===== config.mk =====
export PLATFORM = sky130hd
export DESIGN_NAME = lcd_spi_stream
export DESIGN_NICKNAME = d
export VERILOG_FILES = /design/src/rtl/lcd_spi_stream.sv
export SDC_FILE = /design/constraint.sdc
export NUM_CORES = 1
export LEC_CHECK = 0
export CORE_ASPECT_RATIO = 1.2
export CORE_MARGIN = 4
export CORE_UTILIZATION = 54
export CTS_BUF_LIST = sky130_fd_sc_hd__clkbuf_4 sky130_fd_sc_hd__clkbuf_8
export DETAILED_ROUTE_END_ITERATION = 16
export PLACE_DENSITY = 0.69
export REMOVE_ABC_BUFFERS = 1
export SYNTH_ARGS = -nofsm -noshare
export SYNTH_HDL_FRONTEND = slang
export SYNTH_SLANG_ARGS = --single-unit

===== constraint.sdc =====
create_clock -name clk -period 5.6 [get_ports clk]
set_input_delay 1.68 -clock clk [delete_from_list [all_inputs] [get_ports clk]]
set_output_delay 1.68 -clock clk [all_outputs]
set_load 0.05 [all_outputs]

===== src/rtl/lcd_spi_stream.sv =====
// ST7789-class SPI LCD controller: power-up reset, sleep-out, register init, then per-frame window + RGB565 stream.
// Optional LCD_TEST_PATTERN_EN replaces the pixel input with internally generated colour bars.
module lcd_spi_stream #(
    parameter int CLK_DIV     = 1,
    parameter int H_RES       = 240,
    parameter int V_RES       = 135,
    parameter int X_OFS       = 40,
    parameter int Y_OFS       = 53,
    parameter int CNT_RESET   = 2700000,
    parameter int CNT_PREPARE = 5400000,
    parameter int CNT_SLEEP   = 3240000
) (
    input  logic        clk,
    input  logic        resetn,
    input  logic [15:0] pix_data,
    input  logic        pix_valid,
    output logic        pix_ready,
    output logic        frame_start,
    output logic        init_done,
    output logic        lcd_resetn,
    output logic        lcd_clk,
    output logic        lcd_cs,
    output logic        lcd_rs,
    output logic        lcd_data
);

    localparam int TOTAL   = H_RES * V_RES;
    localparam int PW      = $clog2(TOTAL + 1);
    localparam int CNT_M1  = (CNT_RESET > CNT_PREPARE) ? CNT_RESET : CNT_PREPARE;
    localparam int CNT_MAX = (CNT_M1 > CNT_SLEEP) ? CNT_M1 : CNT_SLEEP;
    localparam int CW      = $clog2(CNT_MAX + 1);
    localparam int DW      = (CLK_DIV > 1) ? $clog2(CLK_DIV) : 1;

    localparam logic [CW-1:0] RESET_LAST   = CW'(CNT_RESET - 1);
    localparam logic [CW-1:0] PREPARE_LAST = CW'(CNT_PREPARE - 1);
    localparam logic [CW-1:0] SLEEP_LAST   = CW'(CNT_SLEEP - 1);
    localparam logic [DW-1:0] DIV_LAST     = DW'(CLK_DIV - 1);
    localparam logic [PW-1:0] PIX_TOTAL    = PW'(TOTAL);
    localparam logic [PW-1:0] PIX_LAST     = PW'(TOTAL - 1);
    localparam logic [15:0]   XS = 16'(X_OFS);
    localparam logic [15:0]   XE = 16'(X_OFS + H_RES - 1);
    localparam logic [15:0]   YS = 16'(Y_OFS);
    localparam logic [15:0]   YE = 16'(Y_OFS + V_RES - 1);
    localparam logic [5:0]    INIT_LEN = 6'd59;
    localparam logic [5:0]    WIN_LEN  = 6'd11;

    localparam logic [2:0] RST_HOLD   = 3'd0;
    localparam logic [2:0] RST_WAIT   = 3'd1;
    localparam logic [2:0] WAKE       = 3'd2;
    localparam logic [2:0] SLEEP_WAIT = 3'd3;
    localparam logic [2:0] INIT       = 3'd4;
    localparam logic [2:0] WINDOW     = 3'd5;
    localparam logic [2:0] STREAM     = 3'd6;

    localparam logic [2:0] E_IDLE = 3'd0;
    localparam logic [2:0] E_LOW  = 3'd1;
    localparam logic [2:0] E_HIGH = 3'd2;
    localparam logic [2:0] E_TAIL = 3'd3;
    localparam logic [2:0] E_GAP  = 3'd4;

    // Init ROM entries are {dc, byte}; dc=0 marks a command byte.
    function automatic logic [8:0] init_rom(input logic [5:0] i);
        case (i)
            6'd0:  init_rom = 9'h036; 6'd1:  init_rom = 9'h170; 6'd2:  init_rom = 9'h03A; 6'd3:  init_rom = 9'h105;
            6'd4:  init_rom = 9'h0B2; 6'd5:  init_rom = 9'h10C; 6'd6:  init_rom = 9'h10C; 6'd7:  init_rom = 9'h100;
            6'd8:  init_rom = 9'h133; 6'd9:  init_rom = 9'h133; 6'd10: init_rom = 9'h0B7; 6'd11: init_rom = 9'h135;
            6'd12: init_rom = 9'h0BB; 6'd13: init_rom = 9'h119; 6'd14: init_rom = 9'h0C0; 6'd15: init_rom = 9'h12C;
            6'd16: init_rom = 9'h0C2; 6'd17: init_rom = 9'h101; 6'd18: init_rom = 9'h0C3; 6'd19: init_rom = 9'h112;
            6'd20: init_rom = 9'h0C4; 6'd21: init_rom = 9'h120; 6'd22: init_rom = 9'h0C6; 6'd23: init_rom = 9'h10F;
            6'd24: init_rom = 9'h0D0; 6'd25: init_rom = 9'h1A4; 6'd26: init_rom = 9'h1A1; 6'd27: init_rom = 9'h0E0;
            6'd28: init_rom = 9'h1D0; 6'd29: init_rom = 9'h104; 6'd30: init_rom = 9'h10D; 6'd31: init_rom = 9'h111;
            6'd32: init_rom = 9'h113; 6'd33: init_rom = 9'h12B; 6'd34: init_rom = 9'h13F; 6'd35: init_rom = 9'h154;
            6'd36: init_rom = 9'h14C; 6'd37: init_rom = 9'h118; 6'd38: init_rom = 9'h10D; 6'd39: init_rom = 9'h10B;
            6'd40: init_rom = 9'h11F; 6'd41: init_rom = 9'h123; 6'd42: init_rom = 9'h0E1; 6'd43: init_rom = 9'h1D0;
            6'd44: init_rom = 9'h104; 6'd45: init_rom = 9'h10C; 6'd46: init_rom = 9'h111; 6'd47: init_rom = 9'h113;
            6'd48: init_rom = 9'h12C; 6'd49: init_rom = 9'h13F; 6'd50: init_rom = 9'h144; 6'd51: init_rom = 9'h151;
            6'd52: init_rom = 9'h12F; 6'd53: init_rom = 9'h11F; 6'd54: init_rom = 9'h11F; 6'd55: init_rom = 9'h120;
            6'd56: init_rom = 9'h123; 6'd57: init_rom = 9'h021; 6'd58: init_rom = 9'h029;
            default: init_rom = 9'h000;
        endcase
    endfunction

    function automatic logic [8:0] win_rom(input logic [5:0] i);
        case (i)
            6'd0:  win_rom = 9'h02A;          6'd1:  win_rom = {1'b1, XS[15:8]};
            6'd2:  win_rom = {1'b1, XS[7:0]}; 6'd3:  win_rom = {1'b1, XE[15:8]};
            6'd4:  win_rom = {1'b1, XE[7:0]}; 6'd5:  win_rom = 9'h02B;
            6'd6:  win_rom = {1'b1, YS[15:8]}; 6'd7: win_rom = {1'b1, YS[7:0]};
            6'd8:  win_rom = {1'b1, YE[15:8]}; 6'd9: win_rom = {1'b1, YE[7:0]};
            6'd10: win_rom = 9'h02C;
            default: win_rom = 9'h000;
        endcase
    endfunction

    logic [2:0]    state;
    logic [CW-1:0] dly;
    logic [5:0]    idx;
    logic [PW-1:0] pix_cnt;
    logic [2:0]    eph;
    logic [DW-1:0] div_cnt;
    logic [3:0]    bit_cnt;
    logic [14:0]   sh;
    logic          end_xfer;

    logic          eng_idle, stream_free, pix_accept, cmd_start, start;
    logic [8:0]    cmd_word;
    logic [15:0]   pix_word;

    assign eng_idle    = (eph == E_IDLE);
    assign stream_free = (state == STREAM) && eng_idle && (pix_cnt != PIX_TOTAL);
    assign frame_start = pix_accept && (pix_cnt == '0);
    assign start       = cmd_start || pix_accept;

`ifdef LCD_TEST_PATTERN_EN
    localparam int XW = (H_RES > 1) ? $clog2(H_RES) : 1;
    localparam int YW = (V_RES > 1) ? $clog2(V_RES) : 1;
    logic [XW-1:0] tp_col;
    logic [YW-1:0] tp_row;
    logic          unused_tp;

    assign unused_tp  = ^{pix_data, pix_valid};
    assign pix_ready  = 1'b0;
    assign pix_accept = stream_free;

    always_ff @(posedge clk or negedge resetn) begin
        if (!resetn) begin
            tp_col <= '0;
            tp_row <= '0;
        end else if (pix_accept) begin
            if (tp_col == XW'(H_RES - 1)) begin
                tp_col <= '0;
                tp_row <= (tp_row == YW'(V_RES - 1)) ? '0 : tp_row + 1'b1;
            end else begin
                tp_col <= tp_col + 1'b1;
            end
        end
    end

    always_comb begin
        pix_word = 16'h001F;
        if (tp_row < YW'(V_RES / 3))          pix_word = 16'hF800;
        else if (tp_row < YW'(2 * V_RES / 3)) pix_word = 16'h07E0;
    end
`else
    assign pix_ready  = stream_free;
    assign pix_accept = stream_free && pix_valid;
    assign pix_word   = pix_data;
`endif

    always_comb begin
        cmd_start = 1'b0;
        cmd_word  = 9'h000;
        if (eng_idle) begin
            case (state)
                WAKE:    if (idx == 6'd0)    begin cmd_start = 1'b1; cmd_word = 9'h011;        end
                INIT:    if (idx != INIT_LEN) begin cmd_start = 1'b1; cmd_word = init_rom(idx); end
                WINDOW:  if (idx != WIN_LEN)  begin cmd_start = 1'b1; cmd_word = win_rom(idx);  end
                default: ;
            endcase
        end
    end

    always_ff @(posedge clk or negedge resetn) begin
        if (!resetn) begin
            state      <= RST_HOLD;
            dly        <= '0;
            idx        <= '0;
            pix_cnt    <= '0;
            lcd_resetn <= 1'b0;
            init_done  <= 1'b0;
        end else begin
            case (state)
                RST_HOLD: if (dly == RESET_LAST) begin
                    dly <= '0; lcd_resetn <= 1'b1; state <= RST_WAIT;
                end else dly <= dly + 1'b1;
                RST_WAIT: if (dly == PREPARE_LAST) begin
                    dly <= '0; state <= WAKE;
                end else dly <= dly + 1'b1;
                WAKE: if (eng_idle) begin
                    if (idx == 6'd0) idx <= 6'd1;
                    else begin idx <= '0; state <= SLEEP_WAIT; end
                end
                SLEEP_WAIT: if (dly == SLEEP_LAST) begin
                    dly <= '0; state <= INIT;
                end else dly <= dly + 1'b1;
                INIT: if (eng_idle) begin
                    if (idx != INIT_LEN) idx <= idx + 1'b1;
                    else begin idx <= '0; init_done <= 1'b1; state <= WINDOW; end
                end
                WINDOW: if (eng_idle) begin
                    if (idx != WIN_LEN) idx <= idx + 1'b1;
                    else begin idx <= '0; state <= STREAM; end
                end
                STREAM: if (pix_accept) pix_cnt <= pix_cnt + 1'b1;
                else if (eng_idle && pix_cnt == PIX_TOTAL) begin
                    pix_cnt <= '0; state <= WINDOW;
                end
                default: state <= RST_HOLD;
            endcase
        end
    end

    // Bit engine: commands release CS after every byte; pixels keep CS low until the frame's last one.
    always_ff @(posedge clk or negedge resetn) begin
        if (!resetn) begin
            eph      <= E_IDLE;
            div_cnt  <= '0;
            bit_cnt  <= '0;
            sh       <= '0;
            end_xfer <= 1'b0;
            lcd_cs   <= 1'b1;
            lcd_rs   <= 1'b1;
            lcd_clk  <= 1'b0;
            lcd_data <= 1'b1;
        end else if (start) begin
            lcd_cs   <= 1'b0;
            lcd_rs   <= cmd_start ? cmd_word[8] : 1'b1;
            lcd_data <= cmd_start ? cmd_word[7] : pix_word[15];
            sh       <= cmd_start ? {cmd_word[6:0], 8'h00} : pix_word[14:0];
            bit_cnt  <= cmd_start ? 4'd7 : 4'd15;
            end_xfer <= cmd_start || (pix_cnt == PIX_LAST);
            div_cnt  <= '0;
            eph      <= E_LOW;
        end else if (eph != E_IDLE) begin
            if (div_cnt == DIV_LAST) begin
                div_cnt <= '0;
                case (eph)
                    E_LOW: begin
                        lcd_clk <= 1'b1;
                        eph     <= E_HIGH;
                    end
                    E_HIGH: begin
                        lcd_clk <= 1'b0;
                        if (bit_cnt == 4'd0) begin
                            eph <= end_xfer ? E_TAIL : E_IDLE;
                        end else begin
                            bit_cnt  <= bit_cnt - 1'b1;
                            lcd_data <= sh[14];
                            sh       <= {sh[13:0], 1'b0};
                            eph      <= E_LOW;
                        end
                    end
                    E_TAIL: begin
                        lcd_cs <= 1'b1;
                        eph    <= E_GAP;
                    end
                    default: eph <= E_IDLE;
                endcase
            end else begin
                div_cnt <= div_cnt + 1'b1;
            end
        end
    end

endmodule


==> Word level (Yosys, flattened, before mapping) <==
Memories as Yosys holds them, arrays and structs flattened.
Cells that the tools add are included.
{ "op_classes": {"addsub": 5, "multipliers": 0, "div": 0, "order_cmp": 0, "n_eq_ne": 30, "n_shift": 0, "mux": 69, "n_bitwise": 3, "reduce_logical": 30} }
{ "op_table": {"columns": ["op", "n"], "rows": [
  ["2-to-1 mux 15 bit", 8],
  ["2-to-1 mux 23 bit", 3],
  ["case mux 23 bit (3 select lines)", 1],
  ["equality test 23 x 22 -> 1 bit (second input constant)", 2],
  ["2-to-1 mux 3 bit", 14],
  ["2-to-1 mux 9 bit", 4],
  ["equality test 15 bit (second input constant)", 2],
  ["2-to-1 mux 6 bit", 5],
  ["case mux 9 bit (3 select lines)", 1],
  ["2-to-1 mux 4 bit", 6],
  ["adder 23 x 1 -> 23 bit (second input constant)", 1],
  ["equality test 23 bit (second input constant)", 1],
  ["!= test 2 bit (second input constant)", 11],
  ["case mux 3 bit (7 select lines)", 1],
  ["2-to-1 mux 1 bit", 19],
  ["case mux 6 bit (3 select lines)", 1],
  ["adder 15 x 1 -> 15 bit (second input constant)", 1],
  ["logical NOT 15 bit", 1],
  ["!= test 15 bit (second input constant)", 1],
  ["equality test 3 x 2 -> 1 bit (second input constant)", 4],
  ["AND reduction 4 bit", 3],
  ["AND reduction 11 bit", 1],
  ["nonzero test 2 bit", 5],
  ["equality test 3 bit (second input constant)", 3],
  ["22 further kinds", 38]
]} }
{ "word_totals": {"reg_bits": 77, "latch_bits": 0, "ramBits": 0, "mem_bits_ro": 704, "inputBits": 19, "output_inout_bits": 8, "word_cells": 154, "n_memories": 2} }
{ "mem_list": {"columns": ["memory", "words", "word_bits", "rd", "rd_ports_with_merged_regs", "wr", "line_no", "source"], "rows": [
  ["(no name shown)", 64, 9, 1, 0, 0, "63", "case (i)"],
  ["(no name shown)", 16, 8, 1, 0, 0, "84", "case (i)"]
]} }

==> Logic depth before layout (Yosys ltp) <==
{ "logic_depth": {"ltp_word": 7, "depth_mapped": 10, "depth_no_buf": 8} }

==> Worst setup path before layout <==
OpenSTA, ideal clock, no wires.
{ "synth_timing": {"kind": "register to output", "start": "register eph[2]", "end": "output frame_start", "arrival_time_ns": 3.703, "t_required_ns": 3.920, "path_slack_ns": 0.217, "stages_incl_launch_ff": 6, "path_buffers": 0, "cell_sequence": "dfrtp_1 -> nor3_2 -> and3_1 -> nor2b_1 -> nand2_1 -> nor4b_1"} }
{ "synth_between": {"elab_chain_len": 5} }
{ "synth_lines": {"columns": ["item", "line_no", "source"], "rows": [
  ["from (decl)", "99", "logic [2:0] eph;"],
  ["from (signal assigned)", "235", "eph <= end_xfer ? E_TAIL : E_IDLE;"],
  ["logical NOT 3 bit", "109", "assign eng_idle = (eph == E_IDLE);"],
  ["logical AND 1 bit (2 in a row)", "110", "assign stream_free = (state == STREAM) && eng_idle && (pix_cnt != PIX_TOTAL);"],
  ["named net pix_ready", "17", "output logic pix_ready,"],
  ["logical AND 1 bit", "146", "assign pix_accept = stream_free && pix_valid;"],
  ["logical AND 1 bit", "111", "assign frame_start = pix_accept && (pix_cnt == '0);"],
  ["to (decl)", "18", "output logic frame_start,"]
]} }
The timed path passes the listed nets, and every way through them passes these cells.

==> Worst setup path in the final report <==
{ "layout_timing": {"start": "input pix_valid", "end": "output frame_start"} }
{ "layout_between": {"elab_chain_len": 2} }
{ "layout_lines": {"columns": ["item", "line_no", "source"], "rows": [
  ["from (decl)", "16", "input logic pix_valid,"],
  ["logical AND 1 bit", "146", null],
  ["logical AND 1 bit", "111", null]
]} }
Every way passes these cells.

==> results by group <==
Run status
  – Outcome: finished, final reports clean

Drt
  – First DRT Iteration DRCs: 292
  – Drt pass-1 iters: 5
  – Residual DRC: 0
  – Total Wirelength: 12,400 microns
  – DR vias/cell: 6.12
  – Final ANT Viol Nets: 0
  – Wire per inst: 16.9 microns
  – Via Count: 4,498

Floorplan
  – Die area: 11,300 sq um
  – Starting Density: 55.1%
  – Die Wd: 97.7 microns
  – Core area: 9470 sq um
  – DIE HEIGHT: 116 microns
  – I/O Pins: 27
  – Row count: 39

Layout
  – Fill cells: 895
  – Multi-input gate area: 3030 sq um
  – # nets final: 641
  – Area Overhead vs Synth: 8.37%
  – # diodes: 0
  – Share of post-route cells with drive strength above 1: 9.48%
  – FF+latch area: 1910 sq um

Place
  – # port buffers: 26
  – GPL Wtd Cong: 0.918
  – Dpl hpwl: 8600 microns
  – Place WS: 0.926 ns

Logic synthesis
  – Post-synth top area share: 35.0%
  – Post-synth cell types: 82
  – Ys async rst share: 100%
  – XOR/XNOR Fraction of Synth Area: 5.54%
  – Adder-Cell Fraction of Synth Area: 3.60%
  – Synthesis-stage register bit count: 76
  – Multiplexer share of the synthesized area: 2.69%
  – Synthesized instance count: 599
  – Yosys warnings: 0
  – Main combinational cell family by area after synthesis: simple AND/OR/NAND/NOR gates
  – Fraction of the mapped netlist area in simple logic gates: 26.5%
  – Sequential share of the synthesized area: 36.5%
  – Synth Area in Compound Gates: 19.7%
  – Synth Cell Area: 5220 sq um
  – Syn_area_per_cell: 8.71 sq um
  – Area contributors post-synth: dfrtp_1, nand2_1, nor2_1
  – Ys flop type: dfrtp_1
  – EDFF count, synth: 0
  – Biggest area consumer among synthesized cells: dfrtp_1

Clock network
  – Hold buffer count at cts: 0
  – Root Driver: clkbuf_8
  – CTS tree: yes
  – CTS resizes: 0
  – TritonCTS Sinks: 76
  – Number of post-CTS setup repair buffers: 0
  – Longest Clk Path Bufs: 2
  – H-tree depth: 3
  – Worst-path clk slew: 0.07 ns
  – Worst-skew pair later-pin latency: 0.36 ns
  – Number of buffers created by CTS: 9

Pwr
  – Max IR drop VDD: 103 uV
  – PwrDens: 177 nW/um^2
  – Static leakage: 2.39 nW

Global route
  – Pin count of the biggest net entering global routing: 77
  – Grt total ovfl: 0
  – First-pass GRT wire length: 21,600 microns
  – Gr usage total: 23.4%
  – Vias in the first global route: 4,334
  – Antenna violations before repair: 0

Timing
  – Maximum clock rate: 213 MHz
  – Hold Vio Cnt, Final: 0
  – Fin crit share: 83.7%
  – Final Max Tran Viols: 0
  – Worst-margin pin slew: 0.938 ns
  – Fin Clk Skew: 0.0152 ns
  – Unrepaired setup endpoints after global routing: false
  – PnR worst setup slack: 0.913 ns
  – Setup tns final: 0 ns
  – Setup-failing EPs final: 0
  – Relative slew margins: 37.4%
  – Period minus WS final: 4.69 ns

Worst hold path
  – Hold Path Cell Cnt: 1
  – Worst hold path type: flip-flop to flip-flop

Worst setup path
  – CP endpoint kind: output pin
  – Startpoint types: input port
  – Largest stage delay, worst path: 0.51 ns
  – CP max FO: 5
  – Arrival time worst endpoint: 3.01 ns
  – Slowest CP cell: clkdlybuf4s50_1
  – CP Cell Sequence: clkdlybuf4s50_1 > nand2_1 > nor4b_1 > buf_4
  – Path depth of the worst reg2reg path: 7
  – WS Path Type: input port to output pin
  – Critical path required time: 3.92 ns

Flow run
  – MaxCap Viol Count: 0
## registers in the layout, indices dropped and copies added (netlist names), 3 cells and up
name,flops
state,3
idx,6
pix_cnt,15
sh,15
bit_cnt,4
eph,3
dly,23
## synth_stat cells (3+ instances only)
cell / n
a31oi_1: 5
a22o_1: 11
nand4b_1: 4
nand2b_1: 8
nand3_1: 24
mux2i_1: 5
nor4b_1: 4
buf_2: 5
buf_4: 5
dfrtp_1: 73
mux2_2: 4
nor2_1: 58
o21ai_0: 33
and3_1: 8
or2_2: 3
buf_6: 3
and2_1: 4
clkbuf_8: 4
nor3_1: 12
nand4_1: 16
a21o_1: 6
o31ai_1: 3
a21oi_1: 43
xor2_1: 24
nor3b_1: 3
a211oi_1: 3
nand2_1: 75
or4_1: 3
a221oi_1: 3
xnor2_1: 9
dfstp_2: 3
nor4_1: 4
inv_1: 15
ha_1: 15
o211ai_1: 7
clkbuf_1: 19
nor2b_1: 10
## cell usage in the layout, fill, tap and decap left out, drive strengths merged, types with 9 or more instances in the layout
cell type | netlist | routed
nand2 | 75 | 75
dfrtp | 73 | 73
nor2 | 60 | 60
a21oi | 43 | 43
o21ai | 34 | 34
nand3 | 24 | 24
xor2 | 24 | 24
clkdlybuf4s50 | 0 | 24
inv | 15 | 17
nand4 | 16 | 16
ha | 15 | 15
nor3 | 14 | 14
a22o | 11 | 11
nor2b | 10 | 10
xnor2 | 9 | 9
clkbuf | 23 | 9
buf | 13 | 9
and3 | 9 | 9
## worst max-delay path, delay by kind of cell
| family | cells | cell delay (ns) |
|---|---|---|
| and+or+nand+nor | 2 | 0.55 |
| buffers and inverters | 2 | 0.77 |
## path summary, 6_finish.rpt
check	end	slack (ns)	from
max in group asynchronous	lcd_resetn	3.53	resetn
min reg2reg	lcd_resetn	0.49	lcd_resetn
max	frame_start	0.91	pix_valid
min in group asynchronous	pix_cnt[10]	1.46	resetn
min	lcd_resetn	0.49	lcd_resetn
max reg2reg	sh[12]	2.50	idx[0]
## where the power goes
group	switching, W	internal [W]
logic	0.0000123	0.0000109
registers	0	0.000548
clock network	0.000221	0.000208
total	0.000233	0.000767
## logic make-up after synthesis
logic type,count (synthesis)
AO/OA/AOI/OAI,151
XOR/XNOR,33
adder cells (fa/ha/maj),15
buffers and inverters,52
flip-flops,76
multiplexers,11
AND/OR/NAND/NOR,261
## layout make-up
type	count	area share, %
repair buffers	33	5.44
clock buffers	9	2.19
well taps	123	2.72
inverters	16	1.06
flip-flops and latches	76	33.7
clock inverters	7	1.31
multi-input cells	471	53.6
## layer usage
metal	GRT usage (%)	vias up	part of all wire (%)	routed length [microns]
li1	-	2192	-	-
met1	31.2	2191	45	5570
met2	38.8	96	49	6070
met3	4.70	19	4.2	521
met4	7.02	0	2.0	244
met5	0	-	0	0
## per-stage QoR
step | hold slack, ns | total power (W) | util, % | cell area (sq um) | cells
2_1_floorplan | 0.450 | 0.000560 | - | 4990 | 563
3_3_place_gp | 0.465 | 0.000583 | 57.6 | 5460 | 719
3_5_place_dp | 0.476 | 0.000583 | 57.6 | 5460 | 719
4_1_cts | 0.495 | 0.00101 | 59.7 | 5650 | 735
5_1_grt | 0.511 | 0.00104 | 59.7 | 5650 | 735
6_report | 0.491 | 0.00100 | 59.7 | 5650 | 735
(Power assumes the default switching activity.)
